<file path="src/rtl/mips_multicycle_cu_if.sv">
`default_nettype none
// +----------------------------------------------------------------------+
// | mips_multicycle_cu_if                                                |
// | Control-unit <-> datapath signal bundle for the multicycle MIPS CU.  |
// | Rev 1.0                                                              |
// +----------------------------------------------------------------------+
interface mips_multicycle_cu_if;
  logic       zero;
  logic [5:0] opcode;
  logic [5:0] func;
  logic       memReady;
  logic       regWrite;
  logic       memRead;
  logic       memWrite;
  logic       pcWrite;
  logic       irWrite;
  logic       mdStart;
  logic       mdBusy;
  logic [1:0] sm1;
  logic [1:0] sm2;
  logic [1:0] sm3;
  logic [1:0] sm4;
  logic [1:0] sm5;
  logic [1:0] ALUOp;
  logic [2:0] state;
  logic       illegal;

  modport master (
    output zero, opcode, func, memReady,
    input  regWrite, memRead, memWrite, pcWrite, irWrite, mdStart, mdBusy,
    input  sm1, sm2, sm3, sm4, sm5, ALUOp, state, illegal
  );

  modport slave (
    input  zero, opcode, func, memReady,
    output regWrite, memRead, memWrite, pcWrite, irWrite, mdStart, mdBusy,
    output sm1, sm2, sm3, sm4, sm5, ALUOp, state, illegal
  );
endinterface
`default_nettype wire

</file>
<file path="src/rtl/mips_multicycle_cu.sv">
`default_nettype none
// +----------------------------------------------------------------------+
// | mips_multicycle_cu                                                   |
// | Multicycle MIPS control FSM; define MIPS_CU_MULDIV_EN for MDWAIT.    |
// | Rev 1.0                                                              |
// +----------------------------------------------------------------------+
module mips_multicycle_cu #(
  parameter int MD_CYCLES = 32
) (
  input wire clk,
  input wire rst,
  mips_multicycle_cu_if.slave bus
);

  typedef enum logic [2:0] {
    S_FETCH  = 3'd0,
    S_DECODE = 3'd1,
    S_EXEC   = 3'd2,
    S_MEM    = 3'd3,
    S_WB     = 3'd4,
    S_MDWAIT = 3'd5,
    S_IDLE   = 3'd6
  } state_t;

  localparam logic [5:0] c_op_r    = 6'b000000;
  localparam logic [5:0] c_op_addi = 6'b001000;
  localparam logic [5:0] c_op_slti = 6'b001010;
  localparam logic [5:0] c_op_lw   = 6'b100011;
  localparam logic [5:0] c_op_sw   = 6'b101011;
  localparam logic [5:0] c_op_lui  = 6'b001111;
  localparam logic [5:0] c_op_beq  = 6'b000100;
  localparam logic [5:0] c_op_bne  = 6'b000101;
  localparam logic [5:0] c_op_j    = 6'b000010;
  localparam logic [5:0] c_op_jal  = 6'b000011;
  localparam logic [5:0] c_fn_jr   = 6'b001000;
  localparam logic [5:0] c_fn_mult = 6'b011000;
  localparam logic [5:0] c_fn_div  = 6'b011010;

  if (MD_CYCLES < 1) begin : g_md_cycles_check
    $error("MD_CYCLES must be at least 1");
  end

  state_t     r_state;
  state_t     w_next;
  logic [5:0] r_op;
  logic [5:0] r_func;
  logic       r_illegal;
  logic       w_dec_ok;
  logic       w_jr;
  logic       w_md;
  logic       w_hold;
  logic [9:0] w_sel;

  always_comb begin
    w_dec_ok = 1'b0;
    case (bus.opcode)
      c_op_r, c_op_addi, c_op_slti, c_op_lw, c_op_sw,
      c_op_lui, c_op_beq, c_op_bne, c_op_j, c_op_jal: w_dec_ok = 1'b1;
      default:                                        w_dec_ok = 1'b0;
    endcase
  end

  assign w_jr   = (r_op == c_op_r) && (r_func == c_fn_jr);
  assign w_md   = (r_op == c_op_r) && ((r_func == c_fn_mult) || (r_func == c_fn_div));
  assign w_hold = (r_state == S_EXEC) || (r_state == S_MEM) || (r_state == S_WB);

  // Class selects packed as {ALUOp, sm1, sm2, sm3, sm4}
  always_comb begin
    w_sel = '0;
    case (r_op)
      c_op_r:             w_sel = 10'b00_01_01_00_01;
      c_op_addi:          w_sel = 10'b01_00_01_01_01;
      c_op_slti:          w_sel = 10'b11_00_01_01_01;
      c_op_lw:            w_sel = 10'b01_00_01_01_00;
      c_op_sw:            w_sel = 10'b01_00_00_01_00;
      c_op_lui:           w_sel = 10'b00_00_01_00_01;
      c_op_beq, c_op_bne: w_sel = 10'b10_00_00_00_00;
      c_op_j:             w_sel = 10'b01_00_00_00_00;
      c_op_jal:           w_sel = 10'b01_10_00_00_00;
      default:            w_sel = '0;
    endcase
  end

`ifdef MIPS_CU_MULDIV_EN
  localparam int c_cnt_w = $clog2(MD_CYCLES + 1);
  localparam logic [c_cnt_w-1:0] c_md_load = c_cnt_w'(MD_CYCLES - 1);

  logic [c_cnt_w-1:0] r_md_cnt;

  always_ff @(posedge clk or negedge rst) begin
    if (!rst) begin
      r_md_cnt <= '0;
    end else if ((r_state == S_EXEC) && w_md) begin
      r_md_cnt <= c_md_load;
    end else if ((r_state == S_MDWAIT) && (r_md_cnt != '0)) begin
      r_md_cnt <= r_md_cnt - c_cnt_w'(1);
    end
  end
`endif

  always_ff @(posedge clk or negedge rst) begin
    if (!rst) begin
      r_state   <= S_IDLE;
      r_op      <= '0;
      r_func    <= '0;
      r_illegal <= 1'b0;
    end else begin
      r_state <= w_next;
      if (r_state == S_DECODE) begin
        r_op   <= bus.opcode;
        r_func <= bus.func;
        if (!w_dec_ok) r_illegal <= 1'b1;
      end
    end
  end

  always_comb begin
    w_next       = r_state;
    bus.regWrite = 1'b0;
    bus.memRead  = 1'b0;
    bus.memWrite = 1'b0;
    bus.pcWrite  = 1'b0;
    bus.irWrite  = 1'b0;
    bus.mdStart  = 1'b0;
    bus.mdBusy   = 1'b0;
    bus.sm5      = 2'b00;
    {bus.ALUOp, bus.sm1, bus.sm2, bus.sm3, bus.sm4} = '0;
    if (w_hold) {bus.ALUOp, bus.sm1, bus.sm2, bus.sm3, bus.sm4} = w_sel;

    case (r_state)
      S_IDLE: w_next = S_FETCH;
      S_FETCH: begin
        bus.memRead = 1'b1;
        if (bus.memReady) begin
          bus.irWrite = 1'b1;
          bus.pcWrite = 1'b1;
          w_next      = S_DECODE;
        end
      end
      S_DECODE: w_next = w_dec_ok ? S_EXEC : S_FETCH;
      S_EXEC: begin
        w_next = S_WB;
        if (r_op == c_op_beq) begin
          bus.pcWrite = bus.zero;
          bus.sm5     = 2'b01;
          w_next      = S_FETCH;
        end else if (r_op == c_op_bne) begin
          bus.pcWrite = !bus.zero;
          bus.sm5     = 2'b01;
          w_next      = S_FETCH;
        end else if ((r_op == c_op_j) || (r_op == c_op_jal)) begin
          bus.pcWrite  = 1'b1;
          bus.sm5      = 2'b10;
          bus.regWrite = (r_op == c_op_jal);
          w_next       = S_FETCH;
        end else if (w_jr) begin
          bus.pcWrite = 1'b1;
          bus.sm5     = 2'b11;
          w_next      = S_FETCH;
        end else if (w_md) begin
`ifdef MIPS_CU_MULDIV_EN
          bus.mdStart = 1'b1;
          w_next      = S_MDWAIT;
`else
          w_next      = S_FETCH;
`endif
        end else if ((r_op == c_op_lw) || (r_op == c_op_sw)) begin
          w_next = S_MEM;
        end
      end
      S_MEM: begin
        bus.memRead  = (r_op == c_op_lw);
        bus.memWrite = (r_op != c_op_lw);
        if (bus.memReady) w_next = (r_op == c_op_lw) ? S_WB : S_FETCH;
      end
      S_WB: begin
        bus.regWrite = 1'b1;
        w_next       = S_FETCH;
      end
      S_MDWAIT: begin
`ifdef MIPS_CU_MULDIV_EN
        bus.mdBusy = 1'b1;
        if (r_md_cnt == '0) w_next = S_FETCH;
`else
        w_next = S_FETCH;
`endif
      end
      default: w_next = S_IDLE;
    endcase
  end

  assign bus.state   = r_state;
  assign bus.illegal = r_illegal;

endmodule
`default_nettype wire

</file>
<file path="src/flat_wrapper.sv">
// flat-port wrapper written by rule: the top's interface ports become plain ports
module mips_multicycle_cu_flat 
#(
  parameter int MD_CYCLES = 32
)
  (clk, rst, bus_zero, bus_opcode, bus_func, bus_memReady, bus_regWrite, bus_memRead, bus_memWrite, bus_pcWrite, bus_irWrite, bus_mdStart, bus_mdBusy, bus_sm1, bus_sm2, bus_sm3, bus_sm4, bus_sm5, bus_ALUOp, bus_state, bus_illegal);
  mips_multicycle_cu_if bus_i ();
  input wire clk;
  input wire rst;
  input wire logic [$bits(bus_i.zero)-1:0] bus_zero;
  input wire logic [$bits(bus_i.opcode)-1:0] bus_opcode;
  input wire logic [$bits(bus_i.func)-1:0] bus_func;
  input wire logic [$bits(bus_i.memReady)-1:0] bus_memReady;
  output wire logic [$bits(bus_i.regWrite)-1:0] bus_regWrite;
  output wire logic [$bits(bus_i.memRead)-1:0] bus_memRead;
  output wire logic [$bits(bus_i.memWrite)-1:0] bus_memWrite;
  output wire logic [$bits(bus_i.pcWrite)-1:0] bus_pcWrite;
  output wire logic [$bits(bus_i.irWrite)-1:0] bus_irWrite;
  output wire logic [$bits(bus_i.mdStart)-1:0] bus_mdStart;
  output wire logic [$bits(bus_i.mdBusy)-1:0] bus_mdBusy;
  output wire logic [$bits(bus_i.sm1)-1:0] bus_sm1;
  output wire logic [$bits(bus_i.sm2)-1:0] bus_sm2;
  output wire logic [$bits(bus_i.sm3)-1:0] bus_sm3;
  output wire logic [$bits(bus_i.sm4)-1:0] bus_sm4;
  output wire logic [$bits(bus_i.sm5)-1:0] bus_sm5;
  output wire logic [$bits(bus_i.ALUOp)-1:0] bus_ALUOp;
  output wire logic [$bits(bus_i.state)-1:0] bus_state;
  output wire logic [$bits(bus_i.illegal)-1:0] bus_illegal;
  assign bus_i.zero = bus_zero;
  assign bus_i.opcode = bus_opcode;
  assign bus_i.func = bus_func;
  assign bus_i.memReady = bus_memReady;
  assign bus_regWrite = bus_i.regWrite;
  assign bus_memRead = bus_i.memRead;
  assign bus_memWrite = bus_i.memWrite;
  assign bus_pcWrite = bus_i.pcWrite;
  assign bus_irWrite = bus_i.irWrite;
  assign bus_mdStart = bus_i.mdStart;
  assign bus_mdBusy = bus_i.mdBusy;
  assign bus_sm1 = bus_i.sm1;
  assign bus_sm2 = bus_i.sm2;
  assign bus_sm3 = bus_i.sm3;
  assign bus_sm4 = bus_i.sm4;
  assign bus_sm5 = bus_i.sm5;
  assign bus_ALUOp = bus_i.ALUOp;
  assign bus_state = bus_i.state;
  assign bus_illegal = bus_i.illegal;
  mips_multicycle_cu #(.MD_CYCLES(MD_CYCLES)) u_core (.clk(clk), .rst(rst), .bus(bus_i));
endmodule
</file>
<file path="config.mk">
export PLATFORM = sky130hd
export DESIGN_NAME = mips_multicycle_cu_flat
export DESIGN_NICKNAME = d
export VERILOG_FILES = /design/src/rtl/mips_multicycle_cu_if.sv /design/src/rtl/mips_multicycle_cu.sv /design/src/flat_wrapper.sv
export SDC_FILE = /design/constraint.sdc
export NUM_CORES = 1
export LEC_CHECK = 0
export ABC_AREA = 1
export CAP_MARGIN = 25
export CORE_MARGIN = 5
export CORE_UTILIZATION = 44
export DETAILED_ROUTE_END_ITERATION = 10
export GPL_TIMING_DRIVEN = 1
export PLACE_DENSITY = 0.79
export SKIP_LAST_GASP = 1
export SYNTH_ARGS = -nofsm -noshare
export SYNTH_HDL_FRONTEND = slang
export SYNTH_SLANG_ARGS = --single-unit
</file>
<file path="constraint.sdc">
create_clock -name clk -period 2 [get_ports clk]
set_clock_uncertainty 0.05 [all_clocks]
set_input_delay 0.4 -clock clk [delete_from_list [all_inputs] [get_ports clk]]
set_output_delay 0.4 -clock clk [all_outputs]
set_load 0.05 [all_outputs]
</file>
# Word level (Yosys, flattened, before mapping)
# Cells that the tools add are included.
# op_classes
n_eq_ne	30
mux	36
bitwise	1
n_reduce_logical	16
# ops
operator	count
one-hot mux 10 bit (9 select lines)	1
== test 6 x 4 -> 1 bit (second input constant)	7
two-way mux 3 bit	9
== test 6 x 2 -> 1 bit (second input constant)	4
== test 6 x 3 -> 1 bit (second input constant)	4
== test 6 bit (second input constant)	4
two-way mux 2 bit	11
one-hot mux 3 bit (5 select lines)	1
== test 6 x 5 -> 1 bit (second input constant)	2
logical NOT 6 bit	2
two-way mux 1 bit	11
OR reduction 10 bit	1
== test 3 bit (second input constant)	3
== test 3 x 2 -> 1 bit (second input constant)	2
inequality test 6 bit (second input constant)	1
one-hot mux 1 bit (2 select lines)	3
logical OR 1 bit	5
inequality test 2 bit (second input constant)	2
AND reduction 2 bit	2
== test 3 x 1 -> 1 bit (second input constant)	1
logical NOT 3 bit	1
OR reduction 3 bit	1
logical AND 1 bit	2
OR reduction 2 bit	1
2 further kinds	2
# word_totals
register_bits	16
input_bits	16
output_inout_bits	23
wordCells	87

# Longest topological paths before layout
# Gate-level depths: netlist of run 1.
# depth
word_depth	9
ltp_mapped	8
ltp_nobuf	8

# Worst setup path before layout of run 1
# No wires, ideal clock.
# synth_timing
path_type	reg-to-output
from	reg u_core.r_state[0], in the netlist u_core.bus.state[0]
to	out bus_sm2[0]
arrival_ns	2.070
slack_ns	-0.520
path_stages_with_launch	5
n_path_buf	0
path_cell_list	dfrtp_1 > inv_2 > nor3_2 > nor3_2 > a41oi_1
# synth_via
elab_chain_len	4
word_cells_on_any_way	6
classes_between	eq/ne: 3; mux: 1; reduce/logical: 2
# synth_lines
item	line_no	source
start: declaration	mips_multicycle_cu.sv:43	state_t r_state;
start signal: assignment	mips_multicycle_cu.sv:108	r_state <= w_next;
== test 3 x 2 -> 1 bit	mips_multicycle_cu.sv:65	assign w_hold = (r_state == S_EXEC) || (r_state == S_MEM) || (r_state == S_WB);
logical OR 1 bit	mips_multicycle_cu.sv:65	
logical OR 1 bit *	mips_multicycle_cu.sv:65	
two-way mux 2 bit *	mips_multicycle_cu.sv:128	if (w_hold) {bus.ALUOp, bus.sm1, bus.sm2, bus.sm3, bus.sm4} = w_sel;
end: declaration	flat_wrapper.sv:22	output wire logic [$bits(bus_i.sm2)-1:0] bus_sm2;
# Every way passes the cells marked *; elsewhere a longest branch is shown, timed or not.

# Worst setup path in the final report of run 1
# layout_timing
from	reg u_core.r_op[1]
to	out bus_pcWrite
# layout_via
elab_chain_len	7
word_cells_on_any_way	12
classes_between	eq/ne: 4; mux: 5; reduce/logical: 3
# layout_lines
item	line_no	source
start: declaration	mips_multicycle_cu.sv:45	logic [5:0] r_op;
start signal: assignment	mips_multicycle_cu.sv:110	r_op <= bus.opcode;
logical NOT 6 bit	mips_multicycle_cu.sv:63	assign w_jr = (r_op == c_op_r) && (r_func == c_fn_jr);
logical AND 1 bit	mips_multicycle_cu.sv:63	
two-way mux 1 bit	mips_multicycle_cu.sv:156	end else if (w_jr) begin
two-way mux 1 bit	mips_multicycle_cu.sv:151	end else if ((r_op == c_op_j) || (r_op == c_op_jal)) begin
two-way mux 1 bit	mips_multicycle_cu.sv:147	end else if (r_op == c_op_bne) begin
two-way mux 1 bit *	mips_multicycle_cu.sv:143	if (r_op == c_op_beq) begin
one-hot mux 1 bit (2 select lines) *	mips_multicycle_cu.sv:130	case (r_state)
end: declaration	flat_wrapper.sv:17	output wire logic [$bits(bus_i.pcWrite)-1:0] bus_pcWrite;
# Marked as above.

==> impl_results.md, run 1 <==
* Status: finished with violations
* Failing checks: negative setup slack
* Synth cell types at 24
* Nets at 229
* Slowest stage delay, CP at 0.44 ns
* Tcrit/Tclk final at 116%
* RSZ-0062 raised after global routing: yes
* Detailed Routing Iterations Pass 1 at 4
* DRC viols at 0
* # setup viols final at 13
* Htree depth at 1
* Wire per inst at around 17 um
* R2R Setup Slk at about 0.14 ns
* Worst-path clk slew at 0.10 ns
* Seq/Total Area, Yosys at 38.1%
* P&R area growth vs syn at 84.1%
* Worst hold path type: in -> async
* DRT Wirelength at 4170 um
* Site row count at 17
* Critical path's top delay family: simple AND/OR/NAND/NOR gates
* TritonCTS clock tree: done
* Die height at between 50 and 60 um
* CP max FO at 4
* Ys Warns at 0
* Core ar. at 2250 um2
* Slowest stage cell, crit path: dfrtp_1
* FF+latch count, synth at 16
* Crit Path Category: reg -> out
* Vias at roughly 1400
* CTS Buf Count at 3
* Worst R2R Path Depth at 8
* Reg2reg end: u_core.bus.state[2]
* Post-layout minimum cycle time at 2.33 ns
* Final ANT Viol Nets at 0
* IO Port Bufs at 33
* Pleak at 0.000855 uW
* Starting DRT DRC Count at 107
* Starting Density at roughly 47%
* First-pass GRT wire length at 5960 um
* Slew Limit Fails at 0
* Final HPWL DP at 2540 um
* Worst path buffer plus inverter count at 1
* Pwr per Cell Area at 1310 nW/um2
* Global Route Usage Sum at 22.4%
* Crit path required time at 1.55 ns
* Clock sinks at 16
* Largest net degree at the start of global routing at 17
* Vias in the first global route at 1258
* Grt ovf at 0
* Critical-path cell list: nor2_1 > nand3_1 > nor2_2 > nor2_2 > nand2_1 > nand2_1 > o21ai_2 > buf_12
* Origin of the critical flop-to-flop path: u_core.bus.state[1]
* Initial antenna violation count at 0
* Gpl congestion at 0.849
* Final Cell Area at roughly 1900 um2
* Placed cell count at 221
* Cell Count, Final, Fillers Out at 240
* I/O Pins at 39
* Ant diodes at 0
* Layout cells sized above 1 at 42.0%
* Final hold vios at 0
* Via density at 5.79
* Synthesized area per cell at around 7 um2
* Max rail drop VDD at 0.00100 V
* Die area at 3480 um2
* Crit. Startpoint: u_core.r_op[1]
* Critical path arrival at 1.88 ns
* Mapped cell area at about 1100 um2
* CP endpoint kind: output port
* Fmax at 0.430 GHz
* Final worst slack at -0.326 ns
* Max_cap viols at 0
* Clock Path Buffers at 2
* CTS root buf: clkbuf_4
* Mapped Cells at 155
* Placed Area at 1690 um2
* Later-pin clock latency in the skew report at 0.30 ns
* Die width at just under 60 um
* CP Launch Type: register
* Post-CTS Hold Buffers at 0
==> state kept, by name, indices dropped and copies added, names as in the netlist <==
name / count
u_core.bus.illegal: 1
u_core.bus.state: 3
u_core.r_func: 6
u_core.r_op: 6
==> synth_stat cells, drive strengths merged <==
cell type / count / area share (%)
or2: 1 / 0.59
buf: 6 / 4.0
conb: 1 / 0.35
o21bai: 1 / 0.71
nand2: 37 / 13
o21a: 1 / 0.71
dfrtp: 14 / 33
a41oi: 1 / 0.83
a31oi: 1 / 0.59
nand4: 4 / 2.4
a21oi: 6 / 2.8
o21ai: 13 / 6.2
nor3: 7 / 5.8
inv: 23 / 8.2
o2111ai: 1 / 0.83
nand3: 11 / 5.2
dfstp: 2 / 5.0
nor2: 25 / 9.6
==> timing repair <==
action	in CTS	in global routing
setup buffers	7	8
pin swaps	4	5
setup endpoints to repair	14	14
cloned	0	1
gates resized for setup	13	21
endpoints found under the hold margin	0	0
==> per-stage QoR <==
stage	hold slack, ns	util (%)	worst slack [ns]	total power, uW	TNS (ns)
after floorplan	0.0544	-	-0.0523	1490	-0.262
after global placement	0.398	74.9	0.0721	1930	0
after detailed placement	0.402	74.9	0.00565	1990	0
after CTS	0.378	80.9	-0.279	2280	-2.40
after global routing	0.400	86.3	-0.391	2680	-3.40
final	0.360	86.3	-0.326	2550	-2.70
==> layout make-up <==
class,instances,area (um2)
clock buffers,4,36.3
fillers,125,308
inverters,23,96.3
multi-input cells,115,726
flip-flops and latches,16,415
well taps,28,35.0
repair buffers,54,638
==> layer usage <==
metal	routed length, um	vias up	global-route usage (%)
met5	0	-	0
met4	274	0	10.7
met3	338	44	3.70
met2	2150	106	39.9
met1	1410	627	25.8
li1	-	612	-
==> logic make-up after synthesis <==
kind of cell    share of synthesized area, %
compound gates                          12.7
buf+inv                                 12.2
flops                                   38.1
other cells                            0.355
simple gates                            36.7
==> worst reg2reg max path: cells and delay by family (launching register included) <==
| family | cells | cell delay, ns |
|---|---|---|
| DFF | 1 | 0.66 |
| and+or+nand+nor | 4 | 0.55 |
| buffers and inverters | 3 | 0.31 |
| AOI/OAI and AO/OA | 1 | 0.20 |
==> layout by cell type (no fill, tap or decap), types with 3 or more instances in the layout <==
cell and count:
nand3_1 8, dfrtp_1 10, clkbuf_4 3, nor3_4 5
a21oi_1 3, conb_1 5, nor2_1 15, clkdlybuf4s50_1 16
nand4_1 4, dfrtp_2 4, o21ai_1 9, nand2_1 34
inv_2 9, inv_1 12, buf_4 18, buf_6 6
nor2_4 4, buf_12 13, nor2_2 7
==> power by group <==
part	internal (uW)	total, uW	switching [uW]
logic	634	1670	1030
registers	482	660	179
clock network	111	219	108
==> worst max-delay path by stage <==
stage / depth (start not counted) / end / slack (ns)
finish: 8 / bus_pcWrite / -0.33
global route: 8 / bus_pcWrite / -0.39
CTS: 6 / bus_sm2[0] / -0.28
detailed placement: 7 / bus_pcWrite / 0.006
global placement: 6 / bus_sm2[0] / 0.07
floorplan: 4 / bus_sm1[0] / -0.05
(Power assumes the default switching activity.)
==> run 2: changes to the inputs <==
Settings changed: ABC_AREA 1 to 0.
==> impl_results.md, run 2 <==
* Status: finished with violations
* Failing checks: negative setup slack
* Final hold vios at 0
* Most common cell after layout, fill and taps aside: buf_4
* Fill count at roughly 120
* Post-synth EDFFs at 0
* Post-CTS Hold Buffers at 0
* Vias at 1219
* Multi-input logic area at 857 um2
* Final HPWL DP at between 2000 and 2500 um
* Mapped cell area at approximately 1100 um2
* CP Launch Type: register
* Met3 WL at 224 um
* DRT Wirelength at 3920 um
* CTS Buf Count at 3
* Largest net degree at the start of global routing at 17
* FF+latch count, synth at 16
* Layout cells sized above 1 at 54.8%
* Commonest cells after routing, fill and taps aside: buf_4 (32), clkdlybuf4s50_1 (15), mux2_1 (11)
* Clock Path Buffers at 2
* Starting Density at 45.1%
* Wire per inst at 18.1 um
* CP endpoint kind: output port
* Die area at 3590 um2
* Top post-synthesis cells by count: dfrtp_1 (14), mux2_1 (11), nor2_1 (9)
* RSZ-0062 raised after global routing: yes
* Synth cell types at 43
* Ys flop type: dfrtp_1
* Max rail drop VDD at 0.000869 V
* Ys Warns at 0
* Tcrit/Tclk final at 114%
* I/O Pins at 39
* Global Route Usage Sum at between 15 and 20%
* Crit Path Category: reg -> out
* Final TNS setup at -2.48 ns
* Pleak at 0.000855 uW
* Die height at 59.9 um
* TritonCTS clock tree: done
* Final worst slack at -0.290 ns
* WL met1 at around 1500 um
* Detailed Routing Iterations Pass 1 at 4
* Most common cell in the netlist: dfrtp_1
* Fmax at 0.437 GHz
* Grt ovf at 0
* Xor/xnor cell area share of the yosys netlist at 0.798%
* Synth Area in Compound Gates at between 10% and 20%
* Largest family of logic cells by synthesized area: simple AND/OR/NAND/NOR gates
* Core ar. at approximately 2400 um2
* Largest cells by area after synthesis: dfrtp_1 (32%), mux2_1 (11%), dfstp_2 (4.8%), buf_4 (4.1%), a21oi_1 (3.2%)
* Share of the synthesized area in the top cell type at 31.9%
* CTS root buf: clkbuf_4
* Hold slack at between 0.3 and 0.4 ns
* Max_cap viols at 0
* Later-pin clock latency in the skew report at 0.29 ns
* Starting DRT DRC Count at 33
* Initial antenna violation count at 0
* Crit path required time at between 1.5 and 2 ns
* Nets at 203
* Mapped Cells at 118
* IO Port Bufs at 33
* Highest metal used: met4
* Ant diodes at 0
* Seq/Total Area, Yosys at a little under two fifths
* Worst hold path type: in -> async
* Final ANT Viol Nets at 0
* Site row count at 18
* Clock sinks at 16
* Vias in the first global route at 1195
* Worst-path clk slew at about 0.09 ns
* Simple-gate area share of the yosys netlist at 27.9%
* Synth async-reset ratio at 100%
* Post-layout util at 86.8%
* # setup viols final at 13
* Critical path arrival at between 1.5 and 2 ns
* Adder-cell share of the synthesized area at 0%
* Via density at 5.64
* Htree depth at 1
* Wire length on met2 at 2050 um
* Gpl congestion at 0.835
* First-pass GRT wire length at between 5000 and 6000 um
* Seq. cell area at 409 um2
* CP max FO at 5
* Leading area contributor after synthesis: dfrtp_1
* P&R area growth vs syn at 92.4%
* Synthesized area per cell at 9.30 um2
* Pwr per Cell Area at about 840 nW/um2
* Slew Limit Fails at 0
* R2R Setup Slk at 0.32 ns
* DRC viols at 0
* Mux cell area share after synthesis at 12.2%
* Post-layout minimum cycle time at between 2 and 2.5 ns
* Die width at 59.9 um
run 2: cell count changes after synthesis, sizes merged, moves of 3 or more:
cell,change
nand2b,+3
nor2,-15
mux2,+11
nand3,-8
inv,-18
o21ai,-7
nand2,-29
nor3b,+3
nor4b,+3
run 2: final timing paths:
check | start | to | cells after the start
hold reg to reg | u_core.bus.illegal | u_core.bus.illegal | 1
min in group clk | u_core.bus.illegal | u_core.bus.illegal | 1
hold / removal | rst | u_core.bus.illegal | 2
setup / recovery | u_core.r_op[0] | bus_ALUOp[0] | 7
max in group asynchronous | rst | u_core.bus.state[1] | 2
setup reg to reg | u_core.r_op[5] | u_core.bus.state[2] | 7
run 2: power breakdown:
| group | internal (uW) | total (uW) | switching, uW | leakage, uW |
|---|---|---|---|---|
| clock network | 111 | 210 | 99.0 | 0.0000210 |
| registers | 426 | 559 | 133 | 0.000177 |
| logic | 491 | 1010 | 517 | 0.000657 |
run 2: logic make-up (layout without fill, tap and decap cells):
group | count (synthesis) | after routing
AO/OA/AOI/OAI | 24 | 24
XOR/XNOR | 1 | 1
buffers and inverters | 15 | 79
flip-flops | 16 | 16
multiplexers | 12 | 12
other | 1 | 5
AND/OR/NAND/NOR | 49 | 49
run 2: layout make-up:
class / instances / share of cell area, %
clock buffer: 4 / 1.72
inverter: 5 / 0.889
multi-input combinational: 91 / 40.6
sequential: 16 / 19.4
tap: 30 / 1.78
timing repair buffer: 70 / 35.6
run 2: repair_timing:
action                                 in CTS  in global routing
gates resized for setup                    24                 23
endpoints found under the hold margin       0                  0
pin swaps                                   8                 20
setup endpoints to repair                  13                 14
buffers inserted                            5                  7
cloned                                      0                  0
run 2: worst max-delay path, cell delays in order, from the launching register on:
cell and delay (ns):
dfrtp_2 0.46, buf_6 0.14, buf_4 0.14, nand2b_4 0.14
o21ai_2 0.16, nand2_2 0.11, a21oi_2 0.20, buf_6 0.18
run 2: through the flow:
step	cell area, um2	power (uW)	setup slack, ns	cells
after floorplan	1240	965	-0.359	122
after global placement	1790	1220	0.0613	200
after detailed placement	1790	1250	0.0176	200
after CTS	1950	1540	-0.255	209
after global routing	2110	1860	-0.337	216
final	2110	1780	-0.290	216
run 2: metal layers:
| metal | vias up | global-route usage (%) |
|---|---|---|
| met3 | 12 | 2.81 |
| met1 | 598 | 22.5 |
| met4 | 0 | 9.81 |
| met5 | - | 0 |
| li1 | 561 | - |
| met2 | 48 | 34.9 |
==> run 3: changes to the inputs <==
Settings changed: ABC_AREA 0 to default.
==> results of run 3 <==
No change in the layout: final DEF, timing and power equal those of run 2.
